<file path="src/rtl/clefia_pkg.sv">
// clefia_pkg: shared encodings for the CLEFIA round controller.
// Holds FSM state encoding, round counts per key length, key_len codes,
// sel1 feedback tap codes and a helper that maps key_len to the last round index.
package clefia_pkg;

  typedef enum logic [2:0] {
    ST_IDLE  = 3'd0,
    ST_LOAD  = 3'd1,
    ST_ROUND = 3'd2,
    ST_OUT   = 3'd3,
    ST_DONE  = 3'd4
  } state_t;

  localparam logic [4:0] ROUNDS_128 = 5'd18;
  localparam logic [4:0] ROUNDS_192 = 5'd22;
  localparam logic [4:0] ROUNDS_256 = 5'd26;

  localparam logic [1:0] KEY_128 = 2'b00;
  localparam logic [1:0] KEY_192 = 2'b01;
  localparam logic [1:0] KEY_256 = 2'b10;

  // Feedback tap select for the word register chain.
  localparam logic [1:0] SEL1_R7 = 2'b00;
  localparam logic [1:0] SEL1_R3 = 2'b01;
  localparam logic [1:0] SEL1_R1 = 2'b10;

  // Index of the final round (r-1); the reserved code 11 behaves like 128-bit.
  function automatic logic [4:0] last_round(input logic [1:0] kl);
    case (kl)
      KEY_192: last_round = ROUNDS_192 - 5'd1;
      KEY_256: last_round = ROUNDS_256 - 5'd1;
      default: last_round = ROUNDS_128 - 5'd1;
    endcase
  endfunction

endpackage

</file>
<file path="src/rtl/clefia_round_cnt.sv">
// clefia_round_cnt: 2-bit phase counter (ph) and 5-bit round counter (i).
// Latency: next-count values are combinational; ph/i register on the rising edge.
// Backpressure: none; counts only when enabled, clear has priority over enable.
// Ports: clr/ph_en/i_en control, last_i = final round index;
//        ph_nxt/i_nxt = values after this edge, ph_last = (ph==3), tc = final phase of final round.
module clefia_round_cnt (
  input  logic       clk,
  input  logic       rst_n,
  input  logic       clr,
  input  logic       ph_en,
  input  logic       i_en,
  input  logic [4:0] last_i,
  output logic [1:0] ph_nxt,
  output logic [4:0] i_nxt,
  output logic       ph_last,
  output logic       tc
);

  logic [1:0] ph;
  logic [4:0] i;

  always_comb begin
    ph_nxt = ph;
    i_nxt  = i;
    if (clr) begin
      ph_nxt = 2'd0;
      i_nxt  = 5'd0;
    end else if (ph_en) begin
      ph_nxt = ph + 2'd1;
      // Round index advances only when the phase wraps 3->0.
      if (i_en && (ph == 2'd3)) begin
        i_nxt = i + 5'd1;
      end
    end
  end

  always_ff @(posedge clk or negedge rst_n) begin
    if (!rst_n) begin
      ph <= 2'd0;
      i  <= 5'd0;
    end else begin
      ph <= ph_nxt;
      i  <= i_nxt;
    end
  end

  assign ph_last = (ph == 2'd3);
  assign tc      = ph_last && (i == last_i);

endmodule

</file>
<file path="src/rtl/clefia_round_ctrl.sv">
// clefia_round_ctrl: sequences one CLEFIA block: LOAD(4) -> ROUND(4r) -> OUT(4) -> DONE(1).
// Latency: done in the 4+4r+5th cycle counting the start-acceptance cycle as the first; all outputs registered.
// Backpressure: start accepted only while ready (IDLE); abort returns to IDLE on the next edge.
// Ports: start/key_len/dec/abort in; ready, in_ready, sel1, sel2, f_sel, rk_addr,
//        wk_en/wk_sel, round, out_valid, done out.
module clefia_round_ctrl
  import clefia_pkg::*;
(
  input  logic       clk,
  input  logic       rst_n,
  input  logic       start,
  input  logic [1:0] key_len,
  input  logic       dec,
  input  logic       abort,
  output logic       ready,
  output logic       in_ready,
  output logic [1:0] sel1,
  output logic       sel2,
  output logic       f_sel,
  output logic [5:0] rk_addr,
  output logic       wk_en,
  output logic [1:0] wk_sel,
  output logic [4:0] round,
  output logic       out_valid,
  output logic       done
);

  state_t     state, state_nxt;
  logic       dec_q, dec_n;
  logic [4:0] last_q, last_n;
  logic       accept;
  logic       cnt_clr, ph_en, i_en;
  logic [1:0] ph_nxt;
  logic [4:0] i_nxt;
  logic       ph_last, tc;

  clefia_round_cnt u_cnt (
    .clk     (clk),
    .rst_n   (rst_n),
    .clr     (cnt_clr),
    .ph_en   (ph_en),
    .i_en    (i_en),
    .last_i  (last_q),
    .ph_nxt  (ph_nxt),
    .i_nxt   (i_nxt),
    .ph_last (ph_last),
    .tc      (tc)
  );

  // Next-state and counter control.
  always_comb begin
    state_nxt = state;
    cnt_clr   = 1'b0;
    ph_en     = 1'b0;
    i_en      = 1'b0;
    accept    = 1'b0;
    case (state)
      ST_IDLE: begin
        cnt_clr = 1'b1;
        if (start) begin
          accept    = 1'b1;
          state_nxt = ST_LOAD;
        end
      end
      ST_LOAD: begin
        ph_en = 1'b1;
        if (ph_last) state_nxt = ST_ROUND;
      end
      ST_ROUND: begin
        ph_en = 1'b1;
        i_en  = 1'b1;
        if (tc) begin
          // Clear so i does not step past the last round into OUT.
          state_nxt = ST_OUT;
          cnt_clr   = 1'b1;
        end
      end
      ST_OUT: begin
        ph_en = 1'b1;
        if (ph_last) state_nxt = ST_DONE;
      end
      ST_DONE: begin
        cnt_clr   = 1'b1;
        state_nxt = ST_IDLE;
      end
      default: begin
        cnt_clr   = 1'b1;
        state_nxt = ST_IDLE;
      end
    endcase
    if (abort) begin
      state_nxt = ST_IDLE;
      cnt_clr   = 1'b1;
      accept    = 1'b0;
    end
  end

  // Mode seen by the cycle being decoded: fresh inputs on the accepting edge, latched copy afterwards.
  assign dec_n  = accept ? dec : dec_q;
  assign last_n = accept ? last_round(key_len) : last_q;

  // Output decode from the post-edge state/counters so the registered outputs line up with state.
  logic       ready_d, in_ready_d, sel2_d, f_sel_d, wk_en_d, out_valid_d, done_d;
  logic [1:0] sel1_d, wk_sel_d;
  logic [5:0] rk_d;
  logic [4:0] round_d;
  logic [4:0] rk_idx;

  assign rk_idx = dec_n ? (last_n - i_nxt) : i_nxt;

  always_comb begin
    ready_d     = 1'b0;
    in_ready_d  = 1'b0;
    sel1_d      = SEL1_R7;
    sel2_d      = 1'b0;
    f_sel_d     = 1'b0;
    rk_d        = 6'd0;
    wk_en_d     = 1'b0;
    wk_sel_d    = 2'd0;
    round_d     = 5'd0;
    out_valid_d = 1'b0;
    done_d      = 1'b0;
    case (state_nxt)
      ST_IDLE: ready_d = 1'b1;
      ST_LOAD: begin
        in_ready_d = 1'b1;
        // Whitening on ph1/ph3; decrypt uses WK2/WK3 on the way in.
        wk_en_d    = ph_nxt[0];
        if (ph_nxt[0]) wk_sel_d = {dec_n, ph_nxt[1]};
      end
      ST_ROUND: begin
        sel2_d  = 1'b1;
        f_sel_d = ph_nxt[1];
        round_d = i_nxt;
        rk_d    = {rk_idx, 1'b0} + {5'd0, ph_nxt[1]};
        // The final round skips the word permutation.
        if (i_nxt == last_n)  sel1_d = SEL1_R7;
        else if (ph_nxt[0])   sel1_d = SEL1_R3;
        else                  sel1_d = SEL1_R1;
      end
      ST_OUT: begin
        sel2_d      = 1'b1;
        out_valid_d = 1'b1;
        wk_en_d     = ph_nxt[0];
        if (ph_nxt[0]) wk_sel_d = {~dec_n, ph_nxt[1]};
      end
      ST_DONE: done_d = 1'b1;
      default: ready_d = 1'b0;
    endcase
  end

  always_ff @(posedge clk or negedge rst_n) begin
    if (!rst_n) begin
      state     <= ST_IDLE;
      dec_q     <= 1'b0;
      last_q    <= 5'd0;
      ready     <= 1'b1;
      in_ready  <= 1'b0;
      sel1      <= SEL1_R7;
      sel2      <= 1'b0;
      f_sel     <= 1'b0;
      rk_addr   <= 6'd0;
      wk_en     <= 1'b0;
      wk_sel    <= 2'd0;
      round     <= 5'd0;
      out_valid <= 1'b0;
      done      <= 1'b0;
    end else begin
      state     <= state_nxt;
      dec_q     <= dec_n;
      last_q    <= last_n;
      ready     <= ready_d;
      in_ready  <= in_ready_d;
      sel1      <= sel1_d;
      sel2      <= sel2_d;
      f_sel     <= f_sel_d;
      rk_addr   <= rk_d;
      wk_en     <= wk_en_d;
      wk_sel    <= wk_sel_d;
      round     <= round_d;
      out_valid <= out_valid_d;
      done      <= done_d;
    end
  end

endmodule

</file>
<file path="config.mk">
export PLATFORM = sky130hd
export DESIGN_NAME = clefia_round_ctrl
export DESIGN_NICKNAME = d
export VERILOG_FILES = /design/src/rtl/clefia_pkg.sv /design/src/rtl/clefia_round_cnt.sv /design/src/rtl/clefia_round_ctrl.sv
export SDC_FILE = /design/constraint.sdc
export NUM_CORES = 1
export LEC_CHECK = 0
export CAP_MARGIN = 15
export CORE_AREA = 10 10 105 70
export CTS_CLUSTER_SIZE = 16
export DETAILED_ROUTE_END_ITERATION = 8
export DIE_AREA = 0 0 115 80
export GPL_ROUTABILITY_DRIVEN = 0
export PLACE_DENSITY = 0.52
export SYNTH_ARGS = -nofsm -noshare
export SYNTH_HDL_FRONTEND = slang
export SYNTH_SLANG_ARGS = --single-unit
</file>
<file path="constraint.sdc">
create_clock -name clk -period 8 [get_ports clk]
set_clock_uncertainty 0.2 [all_clocks]
set_input_delay 1.2 -clock clk [delete_from_list [all_inputs] [get_ports clk]]
set_output_delay 1.2 -clock clk [all_outputs]
set_load 0.01 [all_outputs]
</file>
==> results.cfg, run 1 <==
[clock_network]
clock_latency_ps = 290
clkTransAtPathRegs_ps = 70
cts_setup_buffers = 0
htree_levels = 2
root_buffer = clkbuf_8
cts.path.max_buffers = 2
cts_buffers = 5
cts_resized = 0
cts_hold_repair.buffers = 0
cts_num_sinks = 37
tritoncts = yes

[setup_path]
slowest_delay_ps = 420
rr_worst_depth = 13
crit_buf_inv = 1
r2r-end = rk_addr[5]
r2r_slack_ps = 3760
crit_arrival_ps = 4480
startpoint_type = primary input
slowest_stage = clkdlybuf4s50_1
path_class = in2reg
regToRegStartpoint = u_cnt.i[2]
cp.required_ps = 7970
cp-end-kind = flop
path_delay_family = simple AND/OR/NAND/NOR gates
crit_fanout = 11
crit_chain = clkdlybuf4s50_1, or2_2, a21oi_1, o21ai_1, or2_2, ha_1, nand2b_1, and3b_1, mux2i_1, a21oi_1, or3b_1, mux2_4

[layout]
antenna_cells = 0
fill_cells = 527
layout.nets = 206
multi_input_area_um2 = 777
syn_to_final_growth_pct = 24.3
regArea_um2 = 927
drive_gt1_share_pct = 9.33

[yosys]
synthTopCellsByCount = 36 x dfrtp_1, 21 x nor2_1, 13 x nand2_1, 8 x a21oi_1, 7 x inv_1
synth_xor_area_share_pct = 5.91
yosys_warnings = 0
synth_edf_count = 0
yosysMostFrequentCell = dfrtp_1
synthDominantCellAreaShare_pct = 50.6
synthArstFlopShare_pct = 100
synthMuxAreaShare_pct = 4.85
synth_simple_gate_area_share_pct = 19.8
synth_compound_area_share_pct = 7.74
synth_cell_type_count = 41
synthAdderAreaFrac_pct = 5.34
synth_top_area_cell = dfrtp_1
seq_area_frac_synth_pct = 52.1
ys_ff_latch = 37
synth_nets = 176
synthCells = 162
ys.flop_type = dfrtp_1
syn_area_um2 = 1780
synth_top_family_by_area = simple AND/OR/NAND/NOR gates
avgSynthCellArea_um2 = 11.0
yosys-top-cells-area = dfrtp_1 51%, nor2_1 4.4%, ha_1 4.2%

[route]
drtIter0Drc = 46
vias = 1236
first_pass_iters = 4
drt-total-wl_um = 3990
viasPerCell = 4.72
ant_nets = 0
wl_per_cell_um = 15.2
drc = 0

[grt]
grt_max_degree = 38
grt-ovfl-total = 0
track_usage_pct = 9.78
antenna_found_initial = 0
grt_pass1_vias = 1315
grt_pass1_wl_um = 7020

[hold_path]
hold_end = sel1[0]
min_path_cells = 1
hold_path.class = reg2reg
min-delay-start = u_cnt.ph[0]

[floorplanning]
ios = 29
dieArea_um2 = 9200
die_w_um = 115
start_util_pct = 32.9
fp.dieH_um = 80
rows = 21
core-area_um2 = 5410

[timing]
relSlewSlack_pct = 45.6
slew_viol_final = 0
fmax_mhz = 222
rsz0062_at_grt = false
setup_ws_ps = 3490
holdWs_ps = 287
setup_violations = 0
worst_slew_pin_slew_ps = 817
fin_crit_ps = 4510
finalHoldViolations = 0
tns_ps = 0
period_share_pct = 56.4

[placed_design]
dp_worst_setup_slack_ps = 3180
hpwlAfterDp_um = 3000
io_buffers = 28

[pwr]
irDropWorstVdd_mv = 0.0779
p_leak_nw = 0.987
power_density_nw_per_um2 = 182

[run_status]
status = finished clean

[job]
max_cap_viol_count = 0
[cell usage in the layout, fill, tap and decap left out, drive strengths merged, types with 2 or more instances in the layout]
cell and count:
inv 7, a211oi 3, ha 6, nand2b 5
xnor2 6, nand3b 2, or3b 3, and2 2
xor2 6, a21oi 8, nand3 4, clkdlybuf4s50 27
clkbuf 7, nor2 21, mux2i 6, o21ai 3
mux2 2, nand2 13, nor3 3, dfrtp 36
nor4 2, or2 4
[kinds of logic (layout without fill, tap and decap cells)]
| logic type | Yosys count | after routing |
|---|---|---|
| simple gates | 66 | 66 |
| flops | 37 | 37 |
| compound gates | 19 | 19 |
| buf+inv | 13 | 44 |
| xor+xnor | 12 | 12 |
| mux | 8 | 8 |
| fa+ha+maj | 7 | 7 |
[sequential cells by signal, summed over array words and instances, names as in the netlist, 2 cells and up]
register  cells
last_q        5
wk_sel        2
rk_addr       5
u_cnt.ph      2
state         3
u_cnt.i       5
round         5
sel1          2
[routing by layer]
metal  vias to the layer above  track usage, %  wire length, um
met5                         -               0                0
met2                        33            12.4             1570
met3                         4            3.98              331
met1                       592            13.9             2040
li1                        607               -                -
met4                         0            4.06               45
[power breakdown]
part	internal, W	total, W	switching (W)
sequential	0.000192	0.000194	0.00000266
combinational	0.0000164	0.0000420	0.0000256
clock	0.000102	0.000166	0.0000648
total	0.000310	0.000403	0.0000930
[stage by stage]
stage	area, um2	utilization [%]	power, W	instances
after floorplan	1780	-	0.000225	162
after global placement	2100	38.7	0.000241	254
after detailed placement	2100	38.7	0.000240	254
after CTS	2210	40.9	0.000408	262
after global routing	2210	40.9	0.000425	262
final	2210	40.9	0.000403	262
[area by class of cell]
cell class                      count  area share, %
Sequential cell                    37           41.9
Clock buffer                        7           3.90
Multi-Input combinational cell    112           35.1
Clock inverter                      1           1.36
Tap cell                           69           3.90
Inverter                            8           1.36
Timing Repair Buffer               28           12.4
[worst reg2reg max path, cell delays in order, from the launching register on]
cell and delay, ps:
dfrtp_1 450, xor2_1 190, nor4_1 630, a21oi_1 190, o21ai_1 360, nor2_1 200
ha_1 270, fa_1 410, nand2b_1 170, and3b_1 200, mux2i_1 80, nand3_1 100
or3b_1 380, mux2_4 310
[how the worst max path moves through the flow]
stage | start | end | slack [ps] | cells past startpoint
after detailed placement | abort | rk_addr[5] | 3180 | 13
after global routing | abort | rk_addr[5] | 3150 | 13
after CTS | abort | rk_addr[5] | 3480 | 13
after floorplan | abort | rk_addr[5] | 3890 | 12
after global placement | abort | rk_addr[5] | 3260 | 12
final | abort | rk_addr[5] | 3490 | 12
Power figures use the tool's default switching activity.
==> run 2: changes to the inputs <==
Settings changed: PLACE_DENSITY 0.52 to 0.53.
Clock period 8 ns to 4 ns, I/O delays scaled along.
==> results.cfg, run 2 (same netlist as run 1, synthesis figures left out) <==
[run_status]
status = finished clean

[setup_path]
path_class = reg2reg
cpMostUsedCell = a21oi_1
crit_arrival_ps = 3750
rr_worst_depth = 14
path_depth = 14
cp.required_ps = 3980
slowest_delay_ps = 400
r2r_slack_ps = 230
slowest_stage = dfrtp_1
crit_buf_inv = 0
cp-end-kind = flop
regToRegStartpoint = u_cnt.ph[0]
r2r-end = rk_addr[5]
path_delay_family = simple AND/OR/NAND/NOR gates
crit_chain = ha_2, and4bb_2, and2_2, a21oi_1, o21ai_2, nor2_1, ha_1, fa_1, nand2b_1, and3b_1, mux2i_1, a21oi_1, or3b_1, mux2_4
crit_fanout = 5
endpoint = rk_addr[5]
startpoint_type = flop
startpoint = u_cnt.ph[0]

[timing]
worst_slew_pin_slew_ps = 815
setup_violations = 0
slew_viol_final = 0
setup_ws_ps = 230
rsz0062_at_grt = false
period_share_pct = 94.2
relSlewSlack_pct = 45.7
fin_crit_ps = 3770
finalHoldViolations = 0
tns_ps = 0
fmax_mhz = 265

[floorplanning]
dieArea_um2 = 9200
fp.dieH_um = 80
ios = 29
die_w_um = 115
core-area_um2 = 5410
start_util_pct = 32.9
rows = 21

[job]
max_cap_viol_count = 0

[placed_design]
placed_area_um2 = 2170
io_buffers = 28
dp.cells = 264
dp_worst_setup_slack_ps = 50.2
hpwlAfterDp_um = 3220

[clock_network]
cts_buffers = 5
clkTransAtPathRegs_ps = 70
tritoncts = yes
root_buffer = clkbuf_8
cts_setup_buffers = 0
htree_levels = 2
clock_latency_ps = 290
cts_num_sinks = 37
cts_resized = 0
cts.path.max_buffers = 2
cts_hold_repair.buffers = 0

[route]
vias = 1307
drc = 0
first_pass_iters = 4
viasPerCell = 4.81
ant_nets = 0
drtIter0Drc = 75
drt-total-wl_um = 4230
wl_per_cell_um = 15.6

[layout]
finalNonFillerCells = 272
antenna_cells = 0
syn_to_final_growth_pct = 28.1
drive_gt1_share_pct = 16.3
fill_cells = 507
layout_commonest_cell = dfrtp_1
final_area_um2 = 2280
mostFrequentLayoutCells = 36 x dfrtp_1, 27 x clkdlybuf4s50_1, 21 x nor2_1, 13 x nand2_1, 10 x buf_4
multi_input_area_um2 = 785
layout.nets = 216
regArea_um2 = 927

[pwr]
irDropWorstVdd_mv = 0.130
p_leak_nw = 1.03
finalPower_w = 0.000768
power_density_nw_per_um2 = 337

[grt]
grt-ovfl-total = 0
grt_pass1_wl_um = 6960
grt_max_degree = 38
track_usage_pct = 9.89
grt_pass1_vias = 1341
antenna_found_initial = 0

[hold_path]
hold_path.class = in2async
[run 2: stage by stage]
stage | hold WS, ps | utilization (%)
final | 199 | 42.1
after global routing | 256 | 42.1
after CTS | 224 | 42.0
after detailed placement | 280 | 40.1
after global placement | 274 | 40.1
after floorplan | 104 | -
[run 2: final cells by class]
class / instances / share of cell area [%]
clock inverters: 1 / 0.220
repair buffers: 38 / 15.4
clock buffers: 7 / 4.23
flip-flops and latches: 37 / 40.7
well taps: 69 / 3.79
multi-input cells: 112 / 34.4
inverters: 8 / 1.32
[run 2: how the worst min path moves through the flow]
stage / start / end / slack, ps / cells after the start
2_1_floorplan: rst_n / dec_q / 100 / 0
3_3_place_gp: u_cnt.ph[0] / sel1[0] / 270 / 1
3_5_place_dp: u_cnt.ph[0] / sel1[0] / 280 / 1
4_1_cts: rst_n / sel1[1] / 220 / 1
5_1_grt: rst_n / sel1[1] / 260 / 1
6_report: rst_n / u_cnt.i[1] / 200 / 1
[run 2: report_power, final]
| group | internal (W) | switching, W | leakage, nW |
|---|---|---|---|
| Sequential | 0.000383 | 0.00000603 | 0.496 |
| Clock | 0.000156 | 0.000130 | 0.0542 |
| Combinational | 0.0000401 | 0.0000531 | 0.477 |
| Total | 0.000579 | 0.000189 | 1.03 |
[run 2: metal layers]
metal / track usage, % / up-vias / share of wire, %
met1: 13.6 / 615 / 48
li1: - / 633 / -
met2: 12.9 / 55 / 41
met5: 0 / - / 0
met4: 4.43 / 0 / 1.3
met3: 4.20 / 4 / 9.6
==> run 3: changes to the inputs <==
Settings changed: CELL_PAD_IN_SITES_DETAIL_PLACEMENT from default to 0, CELL_PAD_IN_SITES_GLOBAL_PLACEMENT from default to 1, PLACE_DENSITY 0.53 to 0.65.
==> results.cfg, run 3 (same netlist as run 1, synthesis figures left out) <==
[route]
vias = 1343
viasPerCell = 4.88
drtIter0Drc = 65
wl_per_cell_um = 16.4
first_pass_iters = 4
drt-total-wl_um = 4500
drc = 0
ant_nets = 0

[pwr]
power_density_nw_per_um2 = 322
p_leak_nw = 1.03
intPower_w = 0.000546
clockPowerShare_pct = 34.0
power_frac_seq_pct = 52.8
swShare_pct = 25.6
p_comb_share_pct = 13.3
irDropWorstVdd_mv = 0.143
power_switching_w = 0.000188
finalPower_w = 0.000734

[timing]
fin_crit_ps = 3730
setup_ws_ps = 273
finalHoldViolations = 0
worst_slew_pin_slew_ps = 814
rsz0062_at_grt = false
period_share_pct = 93.2
tns_ps = 0
setup_violations = 0
slew_viol_final = 0
relSlewSlack_pct = 45.8
fmax_mhz = 268

[layout]
mostFrequentLayoutCells = 36 x dfrtp_1, 27 x clkdlybuf4s50_1, 21 x nor2_1, 13 x nand2_1, 13 x buf_4
syn_to_final_growth_pct = 28.3
antenna_cells = 0
fill_cells = 519
layout.nets = 219
utilization_pct = 42.2
layout_commonest_cell = dfrtp_1
drive_gt1_share_pct = 16.5

[floorplanning]
dieArea_um2 = 9200
ios = 29
start_util_pct = 32.9
core-area_um2 = 5410
die_w_um = 115
fp.dieH_um = 80
rows = 21

[clock_network]
cts_num_sinks = 37
cts_hold_repair.buffers = 0
root_buffer = clkbuf_8
cts_buffers = 5
tritoncts = yes
clkTransAtPathRegs_ps = 70
cts_setup_buffers = 0
clock_latency_ps = 290
htree_levels = 2
cts.path.max_buffers = 2
cts_resized = 0

[grt]
grt_pass1_vias = 1377
grt-ovfl-total = 0
grt_max_degree = 38
grt_pass1_wl_um = 7620
track_usage_pct = 10.6
antenna_found_initial = 0

[setup_path]
slowest_delay_ps = 420
crit_arrival_ps = 3700
cp-end-kind = flop
startpoint_type = flop
slowest_stage = fa_1
crit_chain = ha_2, and4bb_4, and2_2, a21oi_1, o21ai_1, nor2_1, ha_1, fa_1, nand2b_1, and3b_1, mux2i_1, nand3_1, or3b_1, mux2_4
crit_fanout = 5
cp.required_ps = 3980
path_class = reg2reg

[placed_design]
hpwlAfterDp_um = 3550
io_buffers = 28
dp_worst_setup_slack_ps = 78.0

[job]
max_cap_viol_count = 0

[hold_path]
hold_path.class = in2async

[run_status]
status = finished clean
## run 3: cell count changes in the layout (fill, tap and decap cells not counted), sizes merged
cell	change
buf	+3
clkinv	+1
clkbuf	-1
## run 3: worst paths after layout
| check | start | to | slack (ps) | cells after the start |
|---|---|---|---|---|
| setup / recovery | u_cnt.ph[0] | rk_addr[5] | 270 | 14 |
| hold / removal | rst_n | rk_addr[5] | 190 | 1 |
| setup reg to reg | u_cnt.ph[0] | rk_addr[5] | 270 | 14 |
| hold reg to reg | u_cnt.ph[0] | sel1[0] | 300 | 1 |
| max in group asynchronous | rst_n | u_cnt.i[0] | 2880 | 1 |
| min in group clk | u_cnt.ph[0] | sel1[0] | 300 | 1 |
## run 3: critical path: cells and delay by family (launching register included)
family                     cells  cell delay, ps
AOI/OAI and AO/OA              2             260
DFF                            1             380
and+or+nand+nor                7            1480
muxes                          2             400
adders and majority gates      3             910
## run 3: power by group through the flow
stage,sequential [W],clock [W],combinational (W)
after floorplan,0.000395,0,0.0000548
after global placement,0.000394,0,0.0000973
after detailed placement,0.000395,0,0.0000977
after CTS,0.000387,0.000261,0.0000982
after global routing,0.000388,0.000278,0.000110
final,0.000387,0.000249,0.0000976
## run 3: per-layer routing
layer / up-vias / wire length (um) / GRT usage (%)
met5: - / 0 / 0
met4: 0 / 61 / 3.82
met3: 7 / 261 / 3.38
met2: 39 / 1770 / 13.6
met1: 657 / 2410 / 15.8
li1: 640 / - / -
## run 3: per-stage QoR
step | hold slack, ps | cell area [um2] | instances
after floorplan | 104 | 1780 | 162
after CTS | 236 | 2280 | 275
after detailed placement | 285 | 2190 | 267
final | 194 | 2280 | 275
after global routing | 262 | 2280 | 275
after global placement | 261 | 2190 | 267
## run 3: final cells by class
type,count,area (um2),area share [%]
repair buffers,41,373,16.3
multi-input cells,112,785,34.4
inverters,8,30.0,1.32
clock inverters,2,10.0,0.438
flip-flops and latches,37,927,40.6
well taps,69,86.3,3.78
clock buffers,6,72.6,3.18
==> RTL edit, RTL diff (flow settings as in run 3) <==
Make the reset (`rst_n`) synchronous in 2 clocked blocks.
--- a/src/rtl/clefia_round_cnt.sv
+++ b/src/rtl/clefia_round_cnt.sv
@@ -34,7 +34,7 @@
     end
   end
 
-  always_ff @(posedge clk or negedge rst_n) begin
+  always_ff @(posedge clk) begin
     if (!rst_n) begin
       ph <= 2'd0;
       i  <= 5'd0;
--- a/src/rtl/clefia_round_ctrl.sv
+++ b/src/rtl/clefia_round_ctrl.sv
@@ -149,7 +149,7 @@
     endcase
   end
 
-  always_ff @(posedge clk or negedge rst_n) begin
+  always_ff @(posedge clk) begin
     if (!rst_n) begin
       state     <= ST_IDLE;
       dec_q     <= 1'b0;
Formal check against the unedited RTL: differs if rst_n is asserted again (counterexample within 4 cycles, from zero or initial values and one cycle with rst_n low); with rst_n held inactive, the same outputs for 10 cycles.
==> RTL edit against run 3 <==
Wire length fell by 17%; non-clock buffer count fell by 12; worst setup slack improved by 0.22 ns; power fell by 5.8%; combinational power fell by 41%; sequential cell count did not move; cell area fell by 8.8%; fmax rose by 6.4%; largest power group unchanged; global-route usage fell by 2.0 points; synthesized area fell by 7.1%; sequential share of layout area fell by 5.0 points; core utilization fell by 3.7 points; largest cell class is now multi-input combinational cells.
==> RTL edit: results (changes against run 3) <==
| Metric | Value |
|---|---|
| Outcome | finished, final reports clean |
| Met2 usage | 10.8% (-2.8 points) |
| Reg2Reg Setup Slack | 0.50 ns (+0.22 ns) |
| Peak VDD IR | 0.0000976 V (-32%) |
| Distinct cell type count after synthesis | 49 (+20%) |
| Switch Pwr | 173 uW (-7.8%) |
| Met3 usage | 3.53% (+0.15 points) |
| Post-synthesis sequential area ratio | 44.8% (-7.3 points) |
| Total track usage | 8.65% (-2.0 points) |
| Slew HR | 66.7% (+21 points) |
| Met1 Use GR | 12.0% (-3.9 points) |
| Layout cell share with drive strength beyond 1 | 13.0% (-3.6 points) |
| FF-to-FF Start | u_cnt.ph[0]$_SDFF_PN0_ |
| Pin count of the biggest net entering global routing | 14 (-63%) |
| Detailed router's first-iteration violation count | 19 (-71%) |
| Critical Path AT | 3.53 ns (-0.17 ns) |
| Synth Net Count | 173 (-1.7%) |
| Ranking of synthesized cells by area | dfxtp_1 45%, xnor2_1 6.4%, ha_1 4.5% |
| Type of the most critical hold path | reg -> reg |
| Synth cell count leaders | 37 x dfxtp_1, 18 x nor2_1, 12 x xnor2_1 |
| HPWL Detailed | 3.01 mm (-15%) |
| Cell at the slowest stage of the critical path | and4bb_1 |
| Vias in the first global route | 1219 (-11%) |
| First-pass GRT wire length | 6.18 mm (-19%) |
| Ys async rst share | 0% (-100 points) |
| Dpl ws | 0.368 ns (+0.290 ns) |
| Crit path max fanout | 7 (+2) |
RTL edit: cell count changes after synthesis, sizes merged, moves of 5 or more:
cell	run 3	this run
xnor2	6	12
nor2b	0	5
and2	2	7
dfxtp	0	37
dfrtp	36	0
RTL edit: kinds of logic after synthesis:
kind of cell	count (synthesis)	synth area share, %
adders and majority gates	7	5.75
xor gates and xnor gates	14	8.55
muxes	3	2.88
buffers and inverters	7	2.73
DFF	37	44.8
AOI/OAI and AO/OA	25	11.3
and+or+nand+nor	66	24.0
RTL edit: stage by stage:
step | hold slack (ns) | instances | area, sq um | total power, uW | utilization (%)
CTS | 0.312 | 262 | 2080 | 701 | 38.5
global placement | 0.293 | 254 | 2000 | 442 | 36.9
finish | 0.309 | 262 | 2080 | 692 | 38.5
detailed placement | 0.302 | 254 | 2000 | 442 | 36.9
global route | 0.333 | 262 | 2080 | 727 | 38.5
floorplan | 0.264 | 159 | 1650 | 423 | -
RTL edit: critical path, delay by kind of cell (launching register included):
kind / cells / cell delay (ns)
compound gates: 4 / 0.82
buf+inv: 2 / 0.14
simple gates: 2 / 0.71
flops: 1 / 0.46
fa+ha+maj: 3 / 0.84
xor+xnor: 2 / 0.28
RTL edit: cell type report:
class | count | area [sq um]
clock inverters | 3 | 17.5
fillers | 541 | 3330
inverters | 4 | 15.0
clock buffers | 5 | 68.8
flip-flops and latches | 37 | 741
multi-input cells | 115 | 867
well taps | 69 | 86.3
repair buffers | 29 | 288
RTL edit: per-layer routing:
| metal | share of wire, % | up-vias |
|---|---|---|
| met5 | 0 | - |
| met1 | 54 | 578 |
| met2 | 37 | 30 |
| met4 | 2.1 | 0 |
| li1 | - | 613 |
| met3 | 6.3 | 10 |
RTL edit: how the worst max path moves through the flow:
stage | start | to | slack, ns
final | u_cnt.ph[0]$_SDFF_PN0_ | rk_addr[5]$_SDFF_PN0_ | 0.50
after floorplan | u_cnt.ph[0]$_SDFF_PN0_ | rk_addr[5]$_SDFF_PN0_ | 1.00
after CTS | u_cnt.ph[0]$_SDFF_PN0_ | rk_addr[5]$_SDFF_PN0_ | 0.50
after global placement | abort | rk_addr[5]$_SDFF_PN0_ | 0.52
after detailed placement | abort | rk_addr[5]$_SDFF_PN0_ | 0.37
after global routing | u_cnt.ph[0]$_SDFF_PN0_ | rk_addr[5]$_SDFF_PN0_ | 0.28
RTL edit: power by group through the flow:
| stage | logic (uW) | registers, uW | clock network, uW |
|---|---|---|---|
| final | 58.0 | 376 | 258 |
| after global routing | 64.5 | 376 | 286 |
| after CTS | 58.3 | 376 | 267 |
| after detailed placement | 57.9 | 384 | 0 |
| after global placement | 57.3 | 384 | 0 |
| after floorplan | 38.4 | 384 | 0 |
